==> src/rtl/fenpei_buf.sv <==
// Buffered 1-to-2 word distributor: each output port has its own 2-entry FIFO
// and a wrapping count of words delivered on that port.
module fenpei_buf #(
   parameter int unsigned WIDTH = 32,
   parameter int unsigned CNT_W = 16
) (
   input  logic             clk,
   input  logic             rst,
   input  logic [WIDTH-1:0] in_data,
   input  logic             in_valid,
   input  logic             sel,
   output logic             in_ready,
   output logic [WIDTH-1:0] out1_data,
   output logic             out1_valid,
   input  logic             out1_ready,
   output logic [WIDTH-1:0] out2_data,
   output logic             out2_valid,
   input  logic             out2_ready,
   output logic [CNT_W-1:0] cnt1,
   output logic [CNT_W-1:0] cnt2
);

   logic [WIDTH-1:0] mem1 [2];
   logic [WIDTH-1:0] mem2 [2];
   logic             wp1, rp1, wp2, rp2;
   logic [1:0]       occ1, occ2;
   logic             push1, push2, pop1, pop2;

   // Readiness reflects only the selected FIFO's current occupancy; no pass-through when full.
   always_comb begin
      in_ready = sel ? (occ2 < 2'd2) : (occ1 < 2'd2);
      push1    = in_valid & in_ready & ~sel;
      push2    = in_valid & in_ready & sel;
      pop1     = out1_valid & out1_ready;
      pop2     = out2_valid & out2_ready;
   end

   always_comb begin
      out1_valid = (occ1 != 2'd0);
      out2_valid = (occ2 != 2'd0);
      out1_data  = mem1[rp1];
      out2_data  = mem2[rp2];
   end

   always_ff @(posedge clk) begin
      if (rst) begin
         wp1  <= 1'b0;
         rp1  <= 1'b0;
         occ1 <= 2'd0;
         cnt1 <= '0;
         for (int i = 0; i < 2; i++) mem1[i] <= '0;
      end else begin
         if (push1) begin
            mem1[wp1] <= in_data;
            wp1       <= ~wp1;
         end
         if (pop1) begin
            rp1  <= ~rp1;
            cnt1 <= cnt1 + 1'b1;
         end
         if (push1 && !pop1) begin
            occ1 <= occ1 + 2'd1;
         end else if (!push1 && pop1) begin
            occ1 <= occ1 - 2'd1;
         end
      end
   end

   always_ff @(posedge clk) begin
      if (rst) begin
         wp2  <= 1'b0;
         rp2  <= 1'b0;
         occ2 <= 2'd0;
         cnt2 <= '0;
         for (int i = 0; i < 2; i++) mem2[i] <= '0;
      end else begin
         if (push2) begin
            mem2[wp2] <= in_data;
            wp2       <= ~wp2;
         end
         if (pop2) begin
            rp2  <= ~rp2;
            cnt2 <= cnt2 + 1'b1;
         end
         if (push2 && !pop2) begin
            occ2 <= occ2 + 2'd1;
         end else if (!push2 && pop2) begin
            occ2 <= occ2 - 2'd1;
         end
      end
   end

endmodule

==> config.mk <==
export PLATFORM = sky130hd
export DESIGN_NAME = fenpei_buf
export DESIGN_NICKNAME = d
export VERILOG_FILES = /design/src/rtl/fenpei_buf.sv
export SDC_FILE = /design/constraint.sdc
export NUM_CORES = 1
export LEC_CHECK = 0
export CORE_ASPECT_RATIO = 0.8
export CORE_UTILIZATION = 47
export CTS_CLUSTER_SIZE = 28
export DETAILED_ROUTE_END_ITERATION = 10
export HOLD_SLACK_MARGIN = 0.1
export PLACE_DENSITY = 0.76
export SLEW_MARGIN = 15
export SYNTH_ARGS = -nofsm -noshare
export SYNTH_HDL_FRONTEND = slang
export SYNTH_SLANG_ARGS = --single-unit
==> constraint.sdc <==
create_clock -name clk -period 2.8 [get_ports clk]
set_clock_uncertainty 0.05 [all_clocks]
set_input_delay 0.56 -clock clk [delete_from_list [all_inputs] [get_ports clk]]
set_output_delay 0.56 -clock clk [all_outputs]
set_load 0.01 [all_outputs]
==> results of run 1 <==
==> worst register-to-register path, delay by kind of cell (launching register included) <==
kind	cells	cell delay, ps
adders and majority gates	1	200
AOI/OAI and AO/OA	1	160
DFF	1	410
and+or+nand+nor	3	1110
==> through the flow <==
step / hold WS [ps] / cell area (sq um) / setup WS (ps) / utilization [%] / std cells
3_5_place_dp: 426 / 9080 / 304 / 59.9 / 897
2_1_floorplan: 431 / 7350 / 25.9 / - / 560
4_1_cts: 428 / 9660 / 256 / 63.7 / 929
6_report: 441 / 9660 / 294 / 63.7 / 929
3_3_place_gp: 420 / 9080 / 364 / 59.9 / 897
5_1_grt: 452 / 9660 / 212 / 63.7 / 929
==> cell usage in the layout, fill, tap and decap left out, drive strengths merged, types with 2 or more instances in the layout <==
cell type	n
a21oi	11
a31o	2
and2	128
and4	2
buf	19
clkbuf	30
clkdlybuf4s50	135
clkinv	2
dfxtp	42
edfxtp	128
ha	4
inv	7
mux2	65
nand2	14
nand3	8
nand4	10
nor2	35
nor3	8
nor3b	2
nor4	5
o21a	2
o21ai	6
o21bai	2
o31ai	2
or2	4
or3	6
or4	3
xnor2	15
xor2	14
==> cell usage after synthesis, types with 4 or more instances <==
library cell    n
or2_2           4
nor2_1         35
buf_1           8
clkbuf_1       18
xor2_1         14
dfxtp_1        42
nand4_1        10
nand2_1        14
mux2_2         65
or3_1           6
xnor2_1        15
and2_1        128
edfxtp_1      128
nor4_1          4
o21ai_0         6
ha_1            4
a21oi_1        11
inv_1           6
nand3_1         8
nor3_1          8
==> power by group through the flow <==
stage | Combinational, uW | Clock, uW | Sequential (uW)
2_1_floorplan | 1030 | 0 | 3120
3_3_place_gp | 1930 | 0 | 3140
3_5_place_dp | 1960 | 0 | 3160
4_1_cts | 1980 | 2320 | 3110
5_1_grt | 2090 | 2430 | 3130
6_report | 1950 | 2280 | 3100
==> state kept, by name (all words and copies together) (netlist names), 2 cells and up, named ones only <==
signal	count
cnt1	16
mem1	64
occ2	2
occ1	2
mem2	64
cnt2	16
==> final timing paths <==
kind,start,to,slack [ps],depth (start not counted)
setup / recovery,flip-flop,out1_data[10],290,3
hold reg to reg,cnt2[15]$_SDFFE_PP0P_,cnt2[15]$_SDFFE_PP0P_,440,2
setup reg to reg,cnt2[0]$_SDFFE_PP0P_,cnt2[14]$_SDFFE_PP0P_,810,5
hold / removal,cnt2[15]$_SDFFE_PP0P_,cnt2[15]$_SDFFE_PP0P_,440,2
==> logic make-up after synthesis <==
logic type	Yosys count	synth area share, %
fa+ha+maj	4	0.681
simple gates	229	17.9
xor+xnor	29	3.46
buf+inv	35	1.96
flops	170	63.7
mux	66	10.1
compound gates	27	2.23
==> routing by layer <==
metal	vias to the layer above	GRT usage [%]	share of wire [%]
met4	0	8.17	1.1
met2	121	31.6	48
met1	2325	26.4	46
met5	-	0	0
met3	10	4.11	4.9
li1	2270	-	-
==> final cells by class <==
class	instances	area share (%)
flip-flops and latches	170	48.5
multi-input cells	355	26.6
repair buffers	154	15.8
clock buffers	30	5.62
well taps	210	2.72
clock inverters	2	0.363
inverters	8	0.363
==> summary.txt, run 1 <==
Status
  • Outcome: finished clean

Drt
  • First-pass iteration count of the detailed router: 4
  • ANT nets after route: 0
  • Drt total wl: 14900 microns
  • Routed len/inst: 16.0 microns
  • Initial DRC Count: 257
  • Via Count: 4726
  • Vias per cell: 5.09
  • # DRC: 0

Yosys
  • Post-synth EDFFs: 128
  • Syn Area/Cell: 13.1 sq um
  • Syn_nets: 602
  • Share of the synthesized area in the top cell type: 52.3%
  • Synthesis Warnings: 0
  • Share of flip-flops with an asynchronous set or reset: 0%
  • Syn Inst Count: 560
  • Area leader, netlist: edfxtp_1
  • Ys flop type: edfxtp_1
  • Post-synthesis cell type count: 39
  • Synth area leaders: edfxtp_1 52%, dfxtp_1 11%, and2_1 11%
  • Cell Area, Synth: 0.00735 sq mm
  • Synthesis-stage register bit count: 170
  • Sequential element share of the synthesized area: 63.7%

Pwr
  • Cell leakage power: 0.00354 uW
  • Sequential power share: 42.3%
  • Peak supply drop: 0.540 mV
  • Sw Share: 25.5%
  • Psw: 1870 uW
  • Total power: 7330 uW
  • Logic pwr share: 26.6%
  • Total power per unit cell area: 759 mW/mm^2
  • Clk pwr share: 31.1%
  • Cell Int Power: 5460 uW

Floorplan
  • I/O pin total: 137
  • Core footprint: 0.0152 sq mm
  • Die X: 142 microns
  • Die Area: 0.0161 sq mm
  • Effective utilization at floorplan: 48.5%
  • Die Y: 114 microns
  • FP Rows: 40

Setup path
  • Worst-path cell chain: buf_4 -> mux2_2 -> clkdlybuf4s50_1
  • Startpoint Class: flip-flop
  • Critical Path AT: 1900 ps
  • Worst setup EP type: output pin
  • Slowest stage cell, crit path: clkdlybuf4s50_1
  • Max stage delay on crit path: 480 ps
  • Worst path top cell family by delay: buffers and inverters
  • Critical path class: flip-flop to output pin
  • Crit-path max FO: 18
  • Buf+Inv Stages, Crit Path: 2
  • Req. time, crit path: 2190 ps

CTS
  • # hold bufs at CTS: 0
  • Setup Buffers After CTS: 0
  • Clock buffer depth: 2
  • # clock sinks: 170
  • Clock latency on the worst-skew pair: 420 ps
  • CTS root buffer: clkbuf_16
  • CTS tree: yes
  • Worst-path clk slew: 60 ps
  • Post-CTS sizing: 0
  • H-Tree Depth: 4
  • Num CTS Buffers: 17

Timing
  • Final-report hold violation count: 0
  • Slew Limit Fails: 0
  • Final TNS setup: 0 ps
  • Crit path time final: 2510 ps
  • Unrepaired setup endpoints after global routing: no
  • Post-route clock period utilization: 89.5%
  • # setup viols final: 0
  • Maximum clock frequency: 399 MHz
  • Worst-Margin Slew: 396 ps
  • Slew headroom: 73.6%

Layout
  • Area Growth Syn to Fin: 31.4%
  • # diodes: 0
  • Multi-input gate area in the final layout: 0.00256 sq mm
  • Seq. cell area: 0.00469 sq mm
  • Layout cell share with drive strength beyond 1: 17.7%
  • Final nets: 748
  • Filler cells: 1134

Global routing
  • Largest net degree at the start of global routing: 33
  • First-pass GRT wire length: 23900 microns
  • All-layer global routing usage: 19.8%
  • Vias in the first global route: 4635
  • Grt ovf: 0
  • Initial antenna violation count: 0

Min path
  • Worst min path class: flip-flop to flip-flop

Place
  • HPWL Detailed: 9900 microns
  • I/O Buffers: 136
  • Global placer's final weighted congestion: 0.762

Run
  • Maxcap violations: 0
Power figures use the tool's default switching activity.
==> inputs of run 2 (changes only) <==
PLACE_DENSITY = 0.81   (was 0.76)
==> run 2 against run 1 <==
Clock-buffer cell count fell by 5. First-iteration DRC count decreased by 3.1%. Worst setup slack got worse by 150 ps. Clock power barely moved.
==> summary.txt, run 2 (synthesized netlist as in run 1, its figures left out) <==
Status
  • Outcome: finished clean

Timing
  • Final worst slack: 145 ps (-149 ps)
  • Maximum clock frequency: 377 MHz (-5.6%)
  • Worst-Margin Slew: 473 ps (+76.7 ps)
  • Final-report hold violation count: 0 (unchanged)
  • Crit path time final: 2650 ps (+149 ps)
  • Slew headroom: 68.4% (-5.1 points)
  • Unrepaired setup endpoints after global routing: no
  • # setup viols final: 0 (unchanged)
  • Post-route clock period utilization: 94.8% (+5.3 points)
  • Final TNS setup: 0 ps (unchanged)
  • Slew Limit Fails: 0 (unchanged)

Floorplan
  • Die Area: 0.0161 sq mm (unchanged)
  • Die Y: 114 microns (unchanged)
  • FP Rows: 40 (unchanged)
  • Effective utilization at floorplan: 48.5% (unchanged)
  • Die X: 142 microns (unchanged)
  • I/O pin total: 137 (unchanged)
  • Core footprint: 0.0152 sq mm (unchanged)

Layout
  • Largest registers: mem1: 64 flops, mem2: 64 flops
  • Final nets: 747 (-0.13%)
  • Non-filler cells, final: 928 (-0.11%)
  • Filler cells: 1153 (+1.7%)
  • Layout cell share with drive strength beyond 1: 18.4% (+0.72 points)
  • Commonest non-fill, non-tap cell in the layout: clkdlybuf4s50_1
  • Non-Filler Cell Area, Final: 0.00968 sq mm (+0.26%)
  • # diodes: 0 (unchanged)
  • Area Growth Syn to Fin: 31.7%
  • Most frequent cells in the layout: 135 x clkdlybuf4s50_1, 128 x and2_1, 128 x edfxtp_1, 65 x mux2_2, 40 x dfxtp_1

Setup path
  • Worst path top cell family by delay: buffers and inverters
  • Startpoint Class: flip-flop
  • Req. time, crit path: 2190 ps (about the same)
  • Worst-path cell chain: buf_4 -> mux2_2 -> clkdlybuf4s50_1
  • Buf+Inv Stages, Crit Path: 2 (unchanged)
  • Crit-path max FO: 32 (+14)
  • Worst setup EP type: output pin
  • Slowest stage cell, crit path: clkdlybuf4s50_1
  • Max stage delay on crit path: 500 ps (+20 ps)
  • Critical Path AT: 2040 ps (+140 ps)
  • Critical path class: flip-flop to output pin
  • Reg-to-Reg Start: cnt2[0]$_SDFFE_PP0P_

CTS
  • Clock latency on the worst-skew pair: 420 ps (about the same)
  • Clock buffer depth: 2 (unchanged)
  • Worst-path clk slew: 60 ps (about the same)
  • CTS tree: yes
  • # hold bufs at CTS: 0 (unchanged)
  • H-Tree Depth: 4 (unchanged)
  • Setup Buffers After CTS: 0 (unchanged)
  • CTS root buffer: clkbuf_16
  • Post-CTS sizing: 0 (unchanged)
  • # clock sinks: 170 (unchanged)
  • Num CTS Buffers: 17 (unchanged)

Drt
  • Drt total wl: 15800 microns (+6.1%)
  • Via Count: 4755 (+0.61%)
  • First-pass iteration count of the detailed router: 5 (+1)
  • ANT nets after route: 0 (unchanged)
  • # DRC: 0 (unchanged)
  • Routed len/inst: 17.0 microns (+6.2%)
  • Vias per cell: 5.12 (+0.72%)
  • Initial DRC Count: 249 (-3.1%)

Place
  • I/O Buffers: 136 (unchanged)
  • Placed Area: 0.00907 sq mm (about the same)
  • HPWL Detailed: 10300 microns (+4.3%)
  • Global placer's final weighted congestion: 0.790 (+3.6%)
  • DP Cell Count: 896 (-0.11%)
  • Worst slack at placement: 301 ps (-2.49 ps)

Pwr
  • Cell leakage power: 0.00355 uW (+0.42%)
  • Total power per unit cell area: 763 mW/mm^2 (+0.48%)
  • Peak supply drop: 0.431 mV (-20%)

Global routing
  • GR met3 Demand/Resource: 5.37% (+1.3 points)
  • Grt ovf: 0 (unchanged)
  • All-layer global routing usage: 20.9% (+1.1 points)
  • Vias in the first global route: 4845 (+4.5%)
  • First-pass GRT wire length: 25200 microns (+5.2%)
  • Gr busiest metal: met2
  • Initial antenna violation count: 0 (unchanged)
  • Largest net degree at the start of global routing: 40 (+21%)
  • GR met2 Demand/Resource: 34.4% (+2.8 points)
  • GR Util met1: 27.4% (+0.98 points)

Min path
  • Hold path start: rst
  • Worst min path class: primary input to flip-flop

Run
  • Maxcap violations: 0 (unchanged)
run 2: cell count changes in the layout (fill, tap and decap cells not counted):
cell / delta
bufinv_16: -1
clkbuf_16: +2
buf_4: -1
clkbuf_1: -6
clkinv_2: +2
clkbuf_4: -2
clkbuf_2: +1
clkinv_4: +4
run 2: worst paths after layout:
check / to / slack (ps) / cells after the start
setup reg to reg: cnt2[14]$_SDFFE_PP0P_ / 830 / 5
hold reg to reg: cnt2[15]$_SDFFE_PP0P_ / 450 / 2
hold / removal: wp2$_SDFFE_PP0P_ / 440 / 2
setup / recovery: out2_data[16] / 150 / 3
run 2: area by class of cell:
| cell class | count | area (sq um) | share of cell area, % |
|---|---|---|---|
| repair buffers | 153 | 1520 | 15.7 |
| flip-flops and latches | 170 | 4690 | 48.4 |
| multi-input cells | 355 | 2560 | 26.5 |
| well taps | 210 | 263 | 2.71 |
| clock inverters | 7 | 50.0 | 0.517 |
| inverters | 8 | 35.0 | 0.362 |
| clock buffers | 25 | 561 | 5.79 |
run 2: metrics by stage:
step,hold WS [ps],util (%),total power (uW)
global route,455,63.8,7710
finish,440,63.8,7390
floorplan,431,-,4150
CTS,418,63.8,7460
detailed placement,426,59.8,5130
global placement,419,59.8,5080
run 2: metal layers:
layer	vias up	part of all wire, %
li1	2271	-
met1	2324	45
met2	143	48
met3	17	6.1
met4	0	0.98
met5	-	0
run 2: power breakdown:
| part | switching (uW) | internal (uW) | leakage [uW] |
|---|---|---|---|
| Sequential | 126 | 2980 | 0.00168 |
| Clock | 920 | 1400 | 0.000308 |
| Combinational | 881 | 1080 | 0.00157 |
| Total | 1930 | 5460 | 0.00355 |
==> RTL edit (config.mk and constraints of run 1) <==
Register the output `cnt1` once more, cleared by the reset; this adds one clock of latency there. The other outputs are not delayed to match.
--- a/src/rtl/fenpei_buf.sv
+++ b/src/rtl/fenpei_buf.sv
@@ -21,2 +21,4 @@
 );
+
+   logic [CNT_W-1:0] cnt1_s0;
 
@@ -49,3 +51,3 @@
          occ1 <= 2'd0;
-         cnt1 <= '0;
+         cnt1_s0 <= '0;
          for (int i = 0; i < 2; i++) mem1[i] <= '0;
@@ -58,3 +60,3 @@
             rp1  <= ~rp1;
-            cnt1 <= cnt1 + 1'b1;
+            cnt1_s0 <= cnt1_s0 + 1'b1;
          end
@@ -92,2 +94,10 @@
 
+   always_ff @(posedge clk) begin
+      if (rst) begin
+         cnt1 <= '0;
+      end else begin
+         cnt1 <= cnt1_s0;
+      end
+   end
+
 endmodule
Function: changed (Yosys sat finds a counterexample within 4 cycles, from zero or initial values and one cycle with rst high).
==> RTL edit against run 1 <==
- sequential cell count increased by 16
- synthesized cell count increased by 5.7%
- routed wire length increased by 9.8%
- die area increased by 5.8%
- cell area increased by 3.9%
- first-iteration DRC count increased by 12%
- via count increased by 2.9%
- synthesized area increased by 5.9%
- critical path type unchanged
- total power increased by 2.7%
- setup slack got worse by 0.13 ns
==> RTL edit: results <==
finish:
  diodes: 0
  largestRegisters: "mem1 x64, mem2 x64"
  drive_gt1_frac: 0.1627
  fin_nets: 779
  fill_cells: 1193
worst_setup_path:
  r2r-end: "occ1[1]$_SDFFE_PP0P_"
  cp_top_family: "buffers and inverters"
  worstPathArrival_ns: 2.02
  crit_path_top_delay_cell: "clkdlybuf4s50_1"
  r2r_start: "occ1[0]$_SDFFE_PP0P_"
  r2r_cells: 5
  r2r_slack_ns: 1.02
  crit_fanout: 10
  worstSetupStartpointType: "register"
  endpoint: "out2_data[10]"
  max_stage_delay_ns: 0.52
timing:
  setup_slack_ns: 0.1665
  max-slew-margin-rel: 0.4978
  finalSetupTns_ns: 0
synth:
  muxShareOfSynthArea: 0.09804
  synth.distinct_cells: 40
  synth_compound_area_frac: 0.02234
  synth_fp_nets: 634
  synth_warnings: 0
  synth_xor_area_frac: 0.03038
  synth-edff-count: 128
  synthAdderAreaFrac: 0.006429
  async_reset_ff_frac: 0
  synth_area_leaders: "edfxtp_1, dfxtp_1, and2_1"
  ys_seq_area_frac: 0.6429
  synth_common_cells: "and2_1, edfxtp_1, dfxtp_1, mux2_2, nor2_1"
detailed_routing:
  dr.first_iter.drc_count: 287
  drt-met1-wl_um: 7542
  first_pass_iters: 4
  post_drt_wl_per_cell_um: 16.94
  routed.top_layer: "met4"
  wl_met2_um: 7686
  num_vias: 4861
  wl_met3_um: 865
grt:
  grt_pass1_wl_um: 25720
  antenna_found_initial: 0
  track_usage: 0.2001
  grtUsageMet3: 0.04690
  grtUsageMet2: 0.3314
  grt_max_degree: 48
  use_met1: 0.2604
power_and_ir_drop:
  vdd_ir_drop_max_uv: 447.8
  p_leak_uw: 0.003780
clock_network:
  cts_root_buf: "clkbuf_16"
  cts_made_buffers: 17
  clk_latency_ns: 0.42
  postCtsSetupBuffers: 0
  cts_max_level: 4
  clkTransAtPathRegs_ns: 0.06
placement:
  hpwl_um: 11060
  port_buffers: 136
  dp_slack_ns: 0.3368
  place.gp.congestion: 0.8063
hold_path:
  hp-class: "reg -> reg"
status:
  status: "complete, no violations"
-- RTL edit: worst min path at each step --
| stage | from | end | slack [ns] | cells past startpoint |
|---|---|---|---|---|
| after global routing | cnt1_s0[15]$_SDFFE_PP0P_ | cnt1[15]$_SDFF_PP0_ | 0.45 | 1 |
| after floorplan | cnt1_s0[15]$_SDFFE_PP0P_ | cnt1[15]$_SDFF_PP0_ | 0.41 | 1 |
| final | cnt1_s0[15]$_SDFFE_PP0P_ | cnt1[15]$_SDFF_PP0_ | 0.44 | 1 |
| after CTS | cnt1_s0[15]$_SDFFE_PP0P_ | cnt1[15]$_SDFF_PP0_ | 0.43 | 1 |
| after global placement | cnt1_s0[15]$_SDFFE_PP0P_ | cnt1[15]$_SDFF_PP0_ | 0.42 | 1 |
| after detailed placement | cnt1_s0[15]$_SDFFE_PP0P_ | cnt1[15]$_SDFF_PP0_ | 0.42 | 1 |
-- RTL edit: power by group --
group          leakage, uW  internal, uW  switching, uW
Combinational      0.00169          1060            840
Clock             0.000284          1320            961
Sequential         0.00181          3210            145
-- RTL edit: metrics by stage --
| stage | util | total power [uW] | cell area [um2] | instances |
|---|---|---|---|---|
| after floorplan | - | 4340 | 7792 | 592 |
| after global placement | 0.5938 | 5274 | 9474 | 933 |
| after detailed placement | 0.5938 | 5316 | 9474 | 933 |
| after CTS | 0.6290 | 7607 | 10040 | 965 |
| after global routing | 0.6290 | 7859 | 10040 | 965 |
| final | 0.6290 | 7533 | 10040 | 965 |
-- RTL edit: area by class of cell --
type | instances | area [um2] | share of cell area
clock buffer | 23 | 490.5 | 0.04887
multi-input combinational | 370 | 2660 | 0.2651
clock inverter | 9 | 71.32 | 0.007106
sequential | 186 | 5007 | 0.4989
tap | 215 | 269.0 | 0.02680
timing repair buffer | 155 | 1511 | 0.1506
inverter | 7 | 26.28 | 0.002618
